## src/rtl/fifo_read_sched.sv

```systemverilog
// Round-robin scheduler granting one frame-reader channel at a time over a four-phase
// fs/fd handshake, with a per-phase watchdog that latches a sticky error.
module fifo_read_sched #(
  parameter int unsigned CH_NUM  = 4,
  parameter int unsigned CW      = 2,
  parameter logic [15:0] TIMEOUT = 16'd1000
) (
  input  logic              clk,
  input  logic              rst,
  input  logic              en,
  input  logic [CH_NUM-1:0] req,
  output logic [CH_NUM-1:0] fs,
  input  logic [CH_NUM-1:0] fd,
  output logic [CW-1:0]     sel,
  output logic              busy,
  output logic              done,
  output logic              err,
  input  logic              err_clr,
  output logic [15:0]       frame_cnt
);

  typedef enum logic [2:0] {StIdle, StArb, StWait, StRel, StErr} state_e;

  state_e              state_q, state_d;
  logic [CH_NUM-1:0]   fs_q, fs_d;
  logic [CW-1:0]       sel_q, sel_d;
  logic [CW-1:0]       ptr_q, ptr_d;
  logic                busy_q, busy_d;
  logic                done_q, done_d;
  logic                err_q, err_d;
  logic [15:0]         frame_cnt_q, frame_cnt_d;
  logic [15:0]         timer_q, timer_d;

  logic                found;
  logic [CW-1:0]       grant;
  logic [CW-1:0]       cand;
  int unsigned         arb_idx;
  logic [CW-1:0]       sel_inc;
  logic [15:0]         timer_inc;
  logic                timer_hit;
  logic                fd_sel;

  // Circular search starting at ptr; explicit wrap keeps non-power-of-two CH_NUM correct.
  always_comb begin
    found   = 1'b0;
    grant   = '0;
    arb_idx = 0;
    cand    = '0;
    for (int unsigned i = 0; i < CH_NUM; i++) begin
      arb_idx = 32'(ptr_q) + i;
      if (arb_idx >= CH_NUM) arb_idx = arb_idx - CH_NUM;
      cand = CW'(arb_idx);
      if (!found && req[cand]) begin
        found = 1'b1;
        grant = cand;
      end
    end
  end

  assign sel_inc   = (sel_q == CW'(CH_NUM - 1)) ? '0 : sel_q + CW'(1);
  assign timer_inc = (timer_q == 16'hFFFF) ? timer_q : timer_q + 16'd1;
  assign timer_hit = (timer_q == TIMEOUT - 16'd1);
  assign fd_sel    = fd[sel_q];

  always_comb begin
    state_d     = state_q;
    fs_d        = '0;
    sel_d       = sel_q;
    ptr_d       = ptr_q;
    done_d      = 1'b0;
    err_d       = err_q;
    frame_cnt_d = frame_cnt_q;
    timer_d     = timer_q;
    unique case (state_q)
      StIdle: begin
        if (en && (|req)) state_d = StArb;
      end
      StArb: begin
        if (found) begin
          state_d = StWait;
          sel_d   = grant;
          fs_d    = {{(CH_NUM-1){1'b0}}, 1'b1} << grant;
          timer_d = '0;
        end else begin
          state_d = StIdle;
        end
      end
      StWait: begin
        if (fd_sel) begin
          state_d = StRel;
          timer_d = '0;
        end else if (timer_hit) begin
          state_d = StErr;
          err_d   = 1'b1;
          ptr_d   = sel_inc;
        end else begin
          fs_d    = fs_q;
          timer_d = timer_inc;
        end
      end
      StRel: begin
        if (!fd_sel) begin
          state_d     = StIdle;
          done_d      = 1'b1;
          frame_cnt_d = frame_cnt_q + 16'd1;
          ptr_d       = sel_inc;
        end else if (timer_hit) begin
          state_d = StErr;
          err_d   = 1'b1;
          ptr_d   = sel_inc;
        end else begin
          timer_d = timer_inc;
        end
      end
      StErr: begin
        if (err_clr) begin
          state_d = StIdle;
          err_d   = 1'b0;
        end
      end
      default: state_d = StIdle;
    endcase
    busy_d = (state_d != StIdle);
  end

  always_ff @(posedge clk) begin
    if (rst) begin
      state_q     <= StIdle;
      fs_q        <= '0;
      sel_q       <= '0;
      ptr_q       <= '0;
      busy_q      <= 1'b0;
      done_q      <= 1'b0;
      err_q       <= 1'b0;
      frame_cnt_q <= '0;
      timer_q     <= '0;
    end else begin
      state_q     <= state_d;
      fs_q        <= fs_d;
      sel_q       <= sel_d;
      ptr_q       <= ptr_d;
      busy_q      <= busy_d;
      done_q      <= done_d;
      err_q       <= err_d;
      frame_cnt_q <= frame_cnt_d;
      timer_q     <= timer_d;
    end
  end

  assign fs        = fs_q;
  assign sel       = sel_q;
  assign busy      = busy_q;
  assign done      = done_q;
  assign err       = err_q;
  assign frame_cnt = frame_cnt_q;

endmodule

```

## config.mk

```make
export PLATFORM = sky130hd
export DESIGN_NAME = fifo_read_sched
export DESIGN_NICKNAME = d
export VERILOG_FILES = /design/src/rtl/fifo_read_sched.sv
export SDC_FILE = /design/constraint.sdc
export NUM_CORES = 1
export LEC_CHECK = 0
export ABC_AREA = 1
export ABC_CLOCK_PERIOD_IN_PS = 1800
export CAP_MARGIN = 20
export CORE_MARGIN = 2
export CORE_UTILIZATION = 46
export CTS_CLUSTER_DIAMETER = 30
export CTS_CLUSTER_SIZE = 24
export DETAILED_ROUTE_END_ITERATION = 6
export PLACE_DENSITY = 0.68
export SLEW_MARGIN = 30
export SYNTH_ARGS = -nofsm -noshare
export SYNTH_HDL_FRONTEND = slang
export SYNTH_SLANG_ARGS = --single-unit
export TNS_END_PERCENT = 30
```

## constraint.sdc

```tcl
create_clock -name clk -period 1.8 [get_ports clk]
set_input_delay 0.18 -clock clk [delete_from_list [all_inputs] [get_ports clk]]
set_output_delay 0.18 -clock clk [all_outputs]
set_load 0.01 [all_outputs]
```

== Word level (Yosys, flattened, before mapping) ==
Index checks and enable logic that the tools add are counted.

* Equality and inequality tests: 12
* Shift-type cells: 1
* Multiplexer cells: 50
* Reduce and logical (&&, ||, !) cells: 19
* Bitwise logic cells: 2
* Order comparisons: 9
* Add/sub/neg operators: 10

{| class="wikitable"
|+ Operators with widths
! operator !! number
|-
| $mux 16 || 5
|-
| $pmux 16 s3 || 1
|-
| $add 16x1->16 const B || 2
|-
| $mux 2 || 13
|-
| $eq 16x10->1 const B || 1
|-
| $eq 16x16->1 const B || 1
|-
| $lt 2x3->1 const B || 5
|-
| $mux 3 || 5
|-
| $pmux 3 s5 || 1
|-
| $mux 1 || 14
|-
| $mux 4 || 3
|-
| $bmux 1 s2 || 5
|-
| $ge 3x3->1 const B || 3
|-
| $reduce_bool 3->1 || 3
|-
| $ne 2x2->1 const B || 4
|-
| $pmux 4 s2 || 1
|-
| $sub 2x1->2 const B || 4
|-
| $add 2x2->3 const B || 2
|-
| $eq 3x2->1 const B || 2
|-
| $reduce_and 2->1 || 3
|-
| $logic_and 1x1->1 || 4
|-
| $pmux 2 s2 || 1
|-
| $reduce_and 4->1 || 1
|-
| $reduce_or 4->1 || 1
|-
| other kinds (15) || 18
|}

* Word-level logic and storage cells: 112
* Input port bits: 12
* Register bits after elaboration: 46

== Logic depth before layout (Yosys ltp) ==
Gate-level depths: netlist of the first run.

* Depth in word-level cells: 17
* Gate-level depth with buffers: 12

== Worst setup path before layout of the first run ==
OpenSTA, ideal clock, no wires.

* Kind: register -> register
* Start point: register timer_q[0]
* End point: register timer_q[4]
* Arrival: 1.522 ns
* Stages on the path, launching flop included: 10
* Period minus slack after synthesis: 1.637 ns
* Setup slack: 0.163 ns
* Cell sequence: dfxtp_1 -> ha_1 -> nand2_1 -> nor3_1 -> nand4_2 -> nand3_2 -> nor2b_4 -> buf_6 -> a21oi_1 -> nor2_1

* Word-level cells in the longest chain between the ends: 5
* Elaborated cells between the ends (all ways): 8
* Classes of those cells: add/sub: 1; eq/ne: 2; mux: 5

{| class="wikitable"
|+ Ends and longest elaborated chain
! item !! RTL line !! RTL
|-
| from (decl) || 32 || <nowiki>logic [15:0] timer_q, timer_d;</nowiki>
|-
| from (signal assigned) || 146 || <nowiki>timer_q <= timer_d;</nowiki>
|-
| $add 16x1->16 or $eq 16x16->1 (tied branches) || 61 || <nowiki>assign timer_inc = (timer_q == 16'hFFFF) ? timer_q : timer_q + 16'd1;</nowiki>
|-
| $mux 16 || 61 ||
|-
| $mux 16 (*) || 92, 107 ||
|-
| $mux 16, on equally long branches || 102, 89 ||
|-
| $pmux 16 s3 (*) || 74 || <nowiki>unique case (state_q)</nowiki>
|}

Every way passes the cells marked *; elsewhere a longest branch is shown, timed or not. The select of a mux whose other input is x is not followed.
A chain may end at the register's enable or synchronous reset.

== Worst setup path in the final report of the first run ==
* Start point: register timer_q[0]
* End point: register timer_q[11]

The elaborated chain is that of the path after synthesis.

==> Implementation_results.wiki, run 1 <==
{| class="wikitable"
! Metric !! Value
|-
| Sequential cell area fraction in the yosys report || 31.6%
|-
| Post-Synthesis Cell Area || 0.00292 mm2
|-
| DRC violation total after the first TritonRoute iteration || roughly 140
|-
| DIE HEIGHT || about 84 um
|-
| Maximum root-to-sink buffer count || 2
|-
| Primary flip-flop cell chosen by synthesis mapping || sky130_fd_sc_hd__dfxtp_1
|-
| Final Cycle Share || 94.3%
|-
| Routed Wire Length || about 7100 um
|-
| CTS tree || built
|-
| Most frequent cells in the layout || sky130_fd_sc_hd__nand2_1 (132), sky130_fd_sc_hd__inv_1 (55), sky130_fd_sc_hd__nor2_1 (46)
|-
| Vias || 3,057
|-
| Required time at the worst-slack endpoint || 2.00 ns
|-
| Critical path fanouts, max || 6
|-
| Number of nets in the final layout || roughly 540
|-
| Iteration count of the initial detailed-routing pass || 4
|-
| Largest family of logic cells by synthesized area || simple AND/OR/NAND/NOR gates
|-
| Hold Violations, Final || 0
|-
| CP Class || register to register
|-
| Synth Net Count || 476
|-
| Global-route wire length before repair || 12,500 um
|-
| Skew final || ~0.01 ns
|-
| Headroom to the max-slew limit || 70.5%
|-
| Core outline area || 0.00624 mm2
|-
| Number of max-capacitance violations reported || 0
|-
| Maximum level of the CTS H-tree || 2
|-
| Async set or reset register ratio after synthesis || 0%
|-
| Fraction of layout cells with a size suffix above 1 || 13.5%
|-
| Clock network latency to the later pin of the worst-skew pair || 0.31 ns
|-
| Synth cell types || 38
|-
| Number of global-route vias before repair || 2,929
|-
| Xor and xnor fraction of the mapped netlist area || under 10%
|-
| Hpwl dp || 5580 um
|-
| Simple logic cell fraction of the synthesized area || ~43%
|-
| Most common library cell in the layout ignoring fill and taps || sky130_fd_sc_hd__nand2_1
|-
| Ant diodes || 0
|-
| Final weighted congestion of routability-driven global placement || roughly 0.82
|-
| Class of the most critical hold timing path || register to register
|-
| Worst supply voltage drop on vdd || ~0.00040 V
|-
| Signed area change from the synthesized netlist to the final layout || 26.3%
|-
| Pin count of the biggest net entering global routing || 16
|-
| Fmax || approximately 590 MHz
|-
| Tightest Pin Transition || roughly 0.44 ns
|-
| Pwr per Cell Area || 588 mW/mm2
|-
| Effective utilization at floorplan || 46.7%
|-
| Hold depth || 2
|-
| Overall Global Routing Usage || 21.1%
|-
| Number of synthesized register bits || 46
|-
| TritonCTS buffer count || 5
|-
| Synthesized instance count || 461
|-
| Mux cell area share after synthesis || 0%
|-
| Average detailed-routed wire length per instance || 11.9 um
|-
| Antenna-violating nets left || 0
|-
| Result of the run || finished, final reports clean
|-
| Static leakage power || between 1.5 and 2 nW
|-
| Initial antenna violation count || 0
|-
| Detail-routed via count per cell || 5.09
|-
| FF-to-FF path depth || 9
|-
| Number of hold-repair buffers added at the cts stage || 0
|-
| Arrival time at the worst endpoint || 1.90 ns
|-
| Top-level port count || 37
|-
| Clock net sink count || 46
|-
| Full die area || 0.00699 mm2
|-
| Number of flops mapped to enable cells by yosys || 0
|-
| Total DRC errors in the routed layout || 0
|-
| Syn Area/Cell || 6.33 um2
|-
| Final design instance area without fill || 0.00368 mm2
|-
| Post-layout min period || 1.70 ns
|-
| Final hold slack || 0.482 ns
|-
| Compound-Gate Fraction of Synth Area || 12.5%
|-
| Count of buffers inserted at the top-level ports || 36
|-
| Clk root buf || sky130_fd_sc_hd__clkbuf_8
|-
| Number of placement rows || 29
|-
| Syn. warnings || 0
|-
| End-of-flow core utilization || 59.0%
|-
| Crit start category || register
|-
| Cell area reported after detailed placement || about 0.0035 mm2
|-
| Kind of end point of the critical path || register
|-
| Total global routing overflow || 0
|-
| Adder-cell area share of the yosys netlist || 1.29%
|-
| Pins over their slew limit || 0
|-
| Clock transition at the register clock pins on the worst setup and hold paths after CTS || 0.09 ns
|-
| Final setup violation count || 0
|-
| Die X || 83.6 um
|}
==> final cells by class <==
cell class	instances	area (um2)
multi-input cells	347	1770
inverters	62	234
repair buffers	61	548
well taps	77	96.3
clock buffers	5	68.8
fillers	614	2560
clock inverters	3	43.8
flip-flops and latches	46	923
==> through the flow <==
| step | setup TNS (ns) | power [W] | worst slack [ns] | cells |
|---|---|---|---|---|
| 6_report | 0 | 0.00217 | 0.103 | 601 |
| 3_3_place_gp | 0 | 0.00138 | 0.0234 | 590 |
| 3_5_place_dp | -0.0118 | 0.00139 | -0.00435 | 590 |
| 4_1_cts | 0 | 0.00217 | 0.00240 | 598 |
| 2_1_floorplan | 0 | 0.00127 | 0.163 | 461 |
| 5_1_grt | -0.0335 | 0.00225 | -0.0109 | 601 |
==> cell families (layout without fill, tap and decap cells) <==
family	after synthesis	after routing
adder cells (fa/ha/maj)	3	3
AND/OR/NAND/NOR	268	269
flip-flops	46	46
buffers and inverters	69	131
XOR/XNOR	8	8
AO/OA/AOI/OAI	67	67
==> path summary, 6_finish.rpt <==
| check | from | to | slack [ns] |
|---|---|---|---|
| min reg2reg | frame_cnt[4]$_SDFFE_PP0P_ | frame_cnt[4]$_SDFFE_PP0P_ | 0.48 |
| min | frame_cnt[4]$_SDFFE_PP0P_ | frame_cnt[4]$_SDFFE_PP0P_ | 0.48 |
| max | timer_q[0]$_SDFFE_PP0P_ | timer_q[11]$_SDFFE_PP0P_ | 0.10 |
| max reg2reg | timer_q[0]$_SDFFE_PP0P_ | timer_q[11]$_SDFFE_PP0P_ | 0.10 |
==> worst max-delay path: stages, from the launching register on <==
cell	delay, ns
sky130_fd_sc_hd__dfxtp_1	0.33
sky130_fd_sc_hd__ha_1	0.22
sky130_fd_sc_hd__nand2_2	0.12
sky130_fd_sc_hd__nor3_2	0.06
sky130_fd_sc_hd__nand4_2	0.21
sky130_fd_sc_hd__nand3_2	0.15
sky130_fd_sc_hd__nor2b_2	0.30
sky130_fd_sc_hd__nand3_1	0.11
sky130_fd_sc_hd__nand2_1	0.07
sky130_fd_sc_hd__nor2_1	0.03
==> power breakdown <==
part / switching, W / internal, W / total [W] / leakage (nW)
Combinational: 0.000188 / 0.000130 / 0.000318 / 1.17
Clock: 0.000375 / 0.000417 / 0.000791 / 0.0585
Sequential: 0.0000187 / 0.00104 / 0.00106 / 0.373
Total: 0.000581 / 0.00159 / 0.00217 / 1.60
==> metal layers <==
layer	vias to the layer above	GRT usage, %	share of wire (%)
met5	-	0	0
li1	1610	-	-
met4	0	5.87	1.0
met1	1394	26.1	47
met3	6	2.97	2.4
met2	47	38.1	50
==> flip-flops by register name (all words and copies together) (netlist names) <==
register   cells
sel            2
fs             4
ptr_q          2
frame_cnt     16
done           1
busy           1
timer_q       16
state_q        3
err            1
==> synth_stat cells, types with 4 or more instances <==
| library cell | count | area share, % |
|---|---|---|
| sky130_fd_sc_hd__a21oi_1 | 36 | 6.2 |
| sky130_fd_sc_hd__clkbuf_1 | 4 | 0.51 |
| sky130_fd_sc_hd__dfxtp_1 | 46 | 32 |
| sky130_fd_sc_hd__inv_1 | 56 | 7.2 |
| sky130_fd_sc_hd__inv_2 | 5 | 0.64 |
| sky130_fd_sc_hd__nand2_1 | 133 | 17 |
| sky130_fd_sc_hd__nand3_1 | 36 | 6.2 |
| sky130_fd_sc_hd__nand4_1 | 12 | 2.6 |
| sky130_fd_sc_hd__nor2_1 | 48 | 6.2 |
| sky130_fd_sc_hd__nor3_1 | 12 | 2.1 |
| sky130_fd_sc_hd__o21ai_0 | 21 | 3.6 |
| sky130_fd_sc_hd__xor2_1 | 7 | 2.1 |
==> what timing repair did <==
| action | 4_1_cts | 5_1_grt |
|---|---|---|
| setup buffers | 0 | 2 |
| hold endpoints to repair | 0 | 0 |
| resized for setup | 0 | 10 |
| endpoints found under the setup margin | 0 | 20 |
Note: power is estimated with default switching activity, not from simulation.
==> run 2, diff against run 1 <==
Settings changed: ABC_AREA 1 to default, CORE_MARGIN 2 to default, PLACE_DENSITY 0.68 to 0.7, SETUP_SLACK_MARGIN from default to 0.05.
==> run 2 against run 1 <==
Effect of this change:
- the run now ends with negative setup slack left
- cell area decreased by 4.8%
- sequential cell count is the same
- clock-buffer cell count did not move
- combinational power increased by 24%
- via count shrank 22%
- critical path type unchanged
==> Implementation_results.wiki, run 2 <==
{| class="wikitable"
! Metric !! Value
|-
| Maximum level of the CTS H-tree || 2 (unchanged)
|-
| Syn. warnings || 0 (unchanged)
|-
| Maximum root-to-sink buffer count || 2 (unchanged)
|-
| Effective utilization at floorplan || 48.4% (+1.7 points)
|-
| Result of the run || finished with violations
|-
| Crit start category || register
|-
| CTS tree || built
|-
| Die X || 73.0 um (-13%)
|-
| Number of global-route vias before repair || 2,182 (-26%)
|-
| Sum of negative setup slack || -4.41 ns (-4.41 ns)
|-
| Skew final || 0.0133 ns (+0.00325 ns)
|-
| Core outline area || 0.00479 mm2 (-23%)
|-
| Class of the most critical hold timing path || input port to register
|-
| Comb power frac || 17.8% (+3.1 points)
|-
| Initial antenna violation count || 0 (unchanged)
|-
| Yosys top cell area share || 39.7% (+8.1 points)
|-
| Fraction of power consumed by sequential logic || 47.4% (-1.4 points)
|-
| Antenna-violating nets left || 0 (unchanged)
|-
| Sequential cell area fraction in the yosys report || 39.7% (+8.1 points)
|-
| Syn Area/Cell || 8.62 um2 (+36%)
|-
| Area leader, netlist || sky130_fd_sc_hd__dfxtp_1
|-
| Fillcell total || 369 (-40%)
|-
| Detail-routed via count per cell || 5.51 (+8.4%)
|-
| DRC violation total after the first TritonRoute iteration || 134 (-2.9%)
|-
| Worst setup slack after placement || -0.526 ns (-0.522 ns)
|-
| Static leakage power || 1.36 nW (-15%)
|-
| FF-to-FF path depth || 6 (-3)
|-
| Fraction of layout cells with a size suffix above 1 || 31.2% (+18 points)
|-
| Average detailed-routed wire length per instance || 14.1 um (+19%)
|-
| Clock network latency to the later pin of the worst-skew pair || 0.30 ns (about the same)
|-
| Routed Wire Length || 6080 um (-15%)
|-
| Iteration count of the initial detailed-routing pass || 4 (unchanged)
|-
| TritonCTS buffer count || 5 (unchanged)
|-
| Number of flops mapped to enable cells by yosys || 0 (unchanged)
|-
| Final weighted congestion of routability-driven global placement || 0.852 (+4.3%)
|-
| Violated checks || negative setup slack
|-
| Pwr per Cell Area || 630 mW/mm2 (+7.1%)
|-
| Post-Synthesis Cell Area || 0.00232 mm2 (-21%)
|-
| Switching power of the nets || 0.000576 W (-0.87%)
|-
| Final setup margin || -0.251 ns (-0.354 ns)
|-
| Worst R2R Setup Slack || -0.25 ns (-0.35 ns)
|-
| Top-level port count || 37 (unchanged)
|-
| Total Power Consumption || 0.00221 W (+2.0%)
|-
| Pins over their slew limit || 0 (unchanged)
|-
| Total DRC errors in the routed layout || 0 (unchanged)
|-
| Critical Path End || err$_SDFFE_PP0P_
|-
| Required time at the worst-slack endpoint || 2.02 ns (+0.02 ns)
|-
| Switching Share || 26.1% (-0.74 points)
|-
| Clock net sink count || 46 (unchanged)
|-
| Synth Net Count || 284 (-40%)
|-
| Tightest Pin Transition || 0.609 ns (+0.171 ns)
|-
| Worst setup path startpoint || timer_q[15]$_SDFFE_PP0P_
|-
| Hpwl dp || 4100 um (-26%)
|-
| Vias || 2,381 (-22%)
|-
| Number of nets in the final layout || 379 (-30%)
|-
| Count of buffers inserted at the top-level ports || 36 (unchanged)
|-
| Final Cycle Share || 114% (+20 points)
|-
| Total global routing overflow || 0 (unchanged)
|-
| Pin count of the biggest net entering global routing || 25 (+9)
|-
| Final setup violation count || 34 (+34)
|-
| End-of-flow core utilization || 73.3% (+14 points)
|-
| Post-layout min period || 2.05 ns (+0.354 ns)
|-
| Signed area change from the synthesized netlist to the final layout || 51.2%
|-
| Synthesized instance count || 269 (-42%)
|-
| Share of total power in the clock network || 34.7% (-1.8 points)
|-
| Global-route wire length before repair || 10,000 um (-20%)
|-
| Ant diodes || 0 (unchanged)
|-
| Most common library cell in the layout ignoring fill and taps || sky130_fd_sc_hd__buf_4
|-
| Critical path fanouts, max || 4 (-2)
|-
| Startpoint of the most critical register-to-register path || timer_q[15]$_SDFFE_PP0P_
|-
| Most instantiated library cell after synthesis || sky130_fd_sc_hd__dfxtp_1
|-
| Cell internal pwr || 0.00163 W (+3.0%)
|-
| Worst supply voltage drop on vdd || 0.000480 V (+20%)
|-
| Number of placement rows || 25 (-14%)
|-
| Number of hold-repair buffers added at the cts stage || 0 (unchanged)
|-
| Overall Global Routing Usage || 24.2% (+3.1 points)
|-
| Async set or reset register ratio after synthesis || 0% (unchanged)
|-
| Most frequent cells in the layout || sky130_fd_sc_hd__buf_4 (53), sky130_fd_sc_hd__dfxtp_1 (43), sky130_fd_sc_hd__clkdlybuf4s50_1 (34)
|-
| Hold Violations, Final || 0 (unchanged)
|-
| Setup repair after global routing missed its margin || yes
|-
| Primary flip-flop cell chosen by synthesis mapping || sky130_fd_sc_hd__dfxtp_1
|-
| Clk root buf || sky130_fd_sc_hd__clkbuf_8
|-
| Cell types with the highest counts after synthesis || sky130_fd_sc_hd__dfxtp_1 (46), sky130_fd_sc_hd__nor2_1 (30), sky130_fd_sc_hd__a21oi_1 (21), sky130_fd_sc_hd__nand2_1 (19), sky130_fd_sc_hd__nand3_1 (15)
|-
| Top cells by area in the synthesized netlist || sky130_fd_sc_hd__dfxtp_1 (40%), sky130_fd_sc_hd__xor2_1 (4.9%), sky130_fd_sc_hd__nor2_1 (4.9%), sky130_fd_sc_hd__a21oi_1 (4.5%), sky130_fd_sc_hd__nand3_1 (3.2%)
|-
| Fmax || 488 MHz (-17%)
|-
| Synth cell types || 55 (+45%)
|-
| Headroom to the max-slew limit || 59.0% (-12 points)
|-
| Arrival time at the worst endpoint || 2.27 ns (+0.37 ns)
|-
| Number of synthesized register bits || 46 (unchanged)
|-
| CP Class || register to register
|-
| Kind of end point of the critical path || register
|-
| Worst reg2reg endpoint || err$_SDFFE_PP0P_
|-
| DIE HEIGHT || 73.0 um (-13%)
|-
| Full die area || 0.00533 mm2 (-24%)
|-
| Number of max-capacitance violations reported || 0 (unchanged)
|-
| Clock transition at the register clock pins on the worst setup and hold paths after CTS || 0.09 ns (about the same)
|-
| Final hold slack || 0.472 ns (-0.00929 ns)
|}
run 2: cell types whose count changed in the layout (fill, tap and decap cells not counted), moves of 6 or more:
cell and delta:
sky130_fd_sc_hd__buf_6 +8, sky130_fd_sc_hd__nand2_1 -113, sky130_fd_sc_hd__o21ai_0 -18, sky130_fd_sc_hd__or3_1 +7
sky130_fd_sc_hd__nand3_1 -24, sky130_fd_sc_hd__xor2_1 +6, sky130_fd_sc_hd__a21oi_1 -20, sky130_fd_sc_hd__buf_4 +28
sky130_fd_sc_hd__inv_1 -48, sky130_fd_sc_hd__nor3_1 -7, sky130_fd_sc_hd__nor2_1 -16
run 2: final cells by class:
| class | instances | area, um2 | area share, % |
|---|---|---|---|
| multi-input combinational | 206 | 1500 | 42.9 |
| sequential | 46 | 927 | 26.4 |
| timing repair buffer | 97 | 853 | 24.3 |
| tap | 67 | 83.8 | 2.39 |
| clock buffer | 5 | 68.8 | 1.96 |
| clock inverter | 3 | 40.0 | 1.14 |
| inverter | 8 | 30.0 | 0.857 |
run 2: critical path: stages, from the launching register on:
cell,delay (ns)
sky130_fd_sc_hd__dfxtp_1,0.36
sky130_fd_sc_hd__nor4b_2,0.33
sky130_fd_sc_hd__and4_2,0.33
sky130_fd_sc_hd__buf_6,0.13
sky130_fd_sc_hd__or4b_4,0.47
sky130_fd_sc_hd__nor2b_4,0.14
sky130_fd_sc_hd__a311oi_2,0.19
run 2: cells by family (layout without fill, tap and decap cells):
family | after synthesis | after routing | synth area share, %
simple gates | 124 | 126 | 30.2
compound gates | 57 | 57 | 16.4
flops | 46 | 46 | 39.7
buf+inv | 19 | 113 | 3.78
xor+xnor | 15 | 15 | 5.67
fa+ha+maj | 4 | 4 | 2.05
mux | 4 | 4 | 2.27
run 2: worst min-delay path by stage:
stage	slack, ns	from	cells past startpoint	endpoint
after floorplan	0.27	rst	1	state_q[1]$_SDFF_PP0_
after detailed placement	0.48	frame_cnt[15]$_SDFFE_PP0P_	2	frame_cnt[15]$_SDFFE_PP0P_
after CTS	0.50	frame_cnt[15]$_SDFFE_PP0P_	2	frame_cnt[15]$_SDFFE_PP0P_
final	0.47	req[2]	4	state_q[0]$_SDFF_PP0_
after global routing	0.49	req[2]	4	state_q[0]$_SDFF_PP0_
after global placement	0.48	frame_cnt[15]$_SDFFE_PP0P_	2	frame_cnt[15]$_SDFFE_PP0P_
run 2: metal layers:
| layer | vias to the layer above | track usage [%] | wire, um |
|---|---|---|---|
| li1 | 1189 | - | - |
| met1 | 1124 | 33.8 | 2970 |
| met2 | 57 | 37.9 | 2730 |
| met3 | 11 | 4.01 | 283 |
| met4 | 0 | 7.84 | 97 |
| met5 | - | 0 | 0 |
run 2: stage by stage:
step,instances,cell area [um2]
2_1_floorplan,269,2360
3_3_place_gp,420,3180
3_5_place_dp,420,3180
4_1_cts,432,3410
5_1_grt,432,3510
6_report,432,3510
run 2: power by group through the flow:
stage	logic [W]	registers, W	clock network, W
finish	0.000394	0.00105	0.000767
global route	0.000424	0.00105	0.000811
CTS	0.000370	0.00105	0.000778
detailed placement	0.000317	0.00107	0
global placement	0.000313	0.00107	0
floorplan	0.000173	0.00108	0
run 2: timing repair:
action,in CTS,in global routing
pin swaps,14,15
cloned,3,0
endpoints found under the setup margin,42,43
setup buffers,1,0
gates resized for setup,20,21
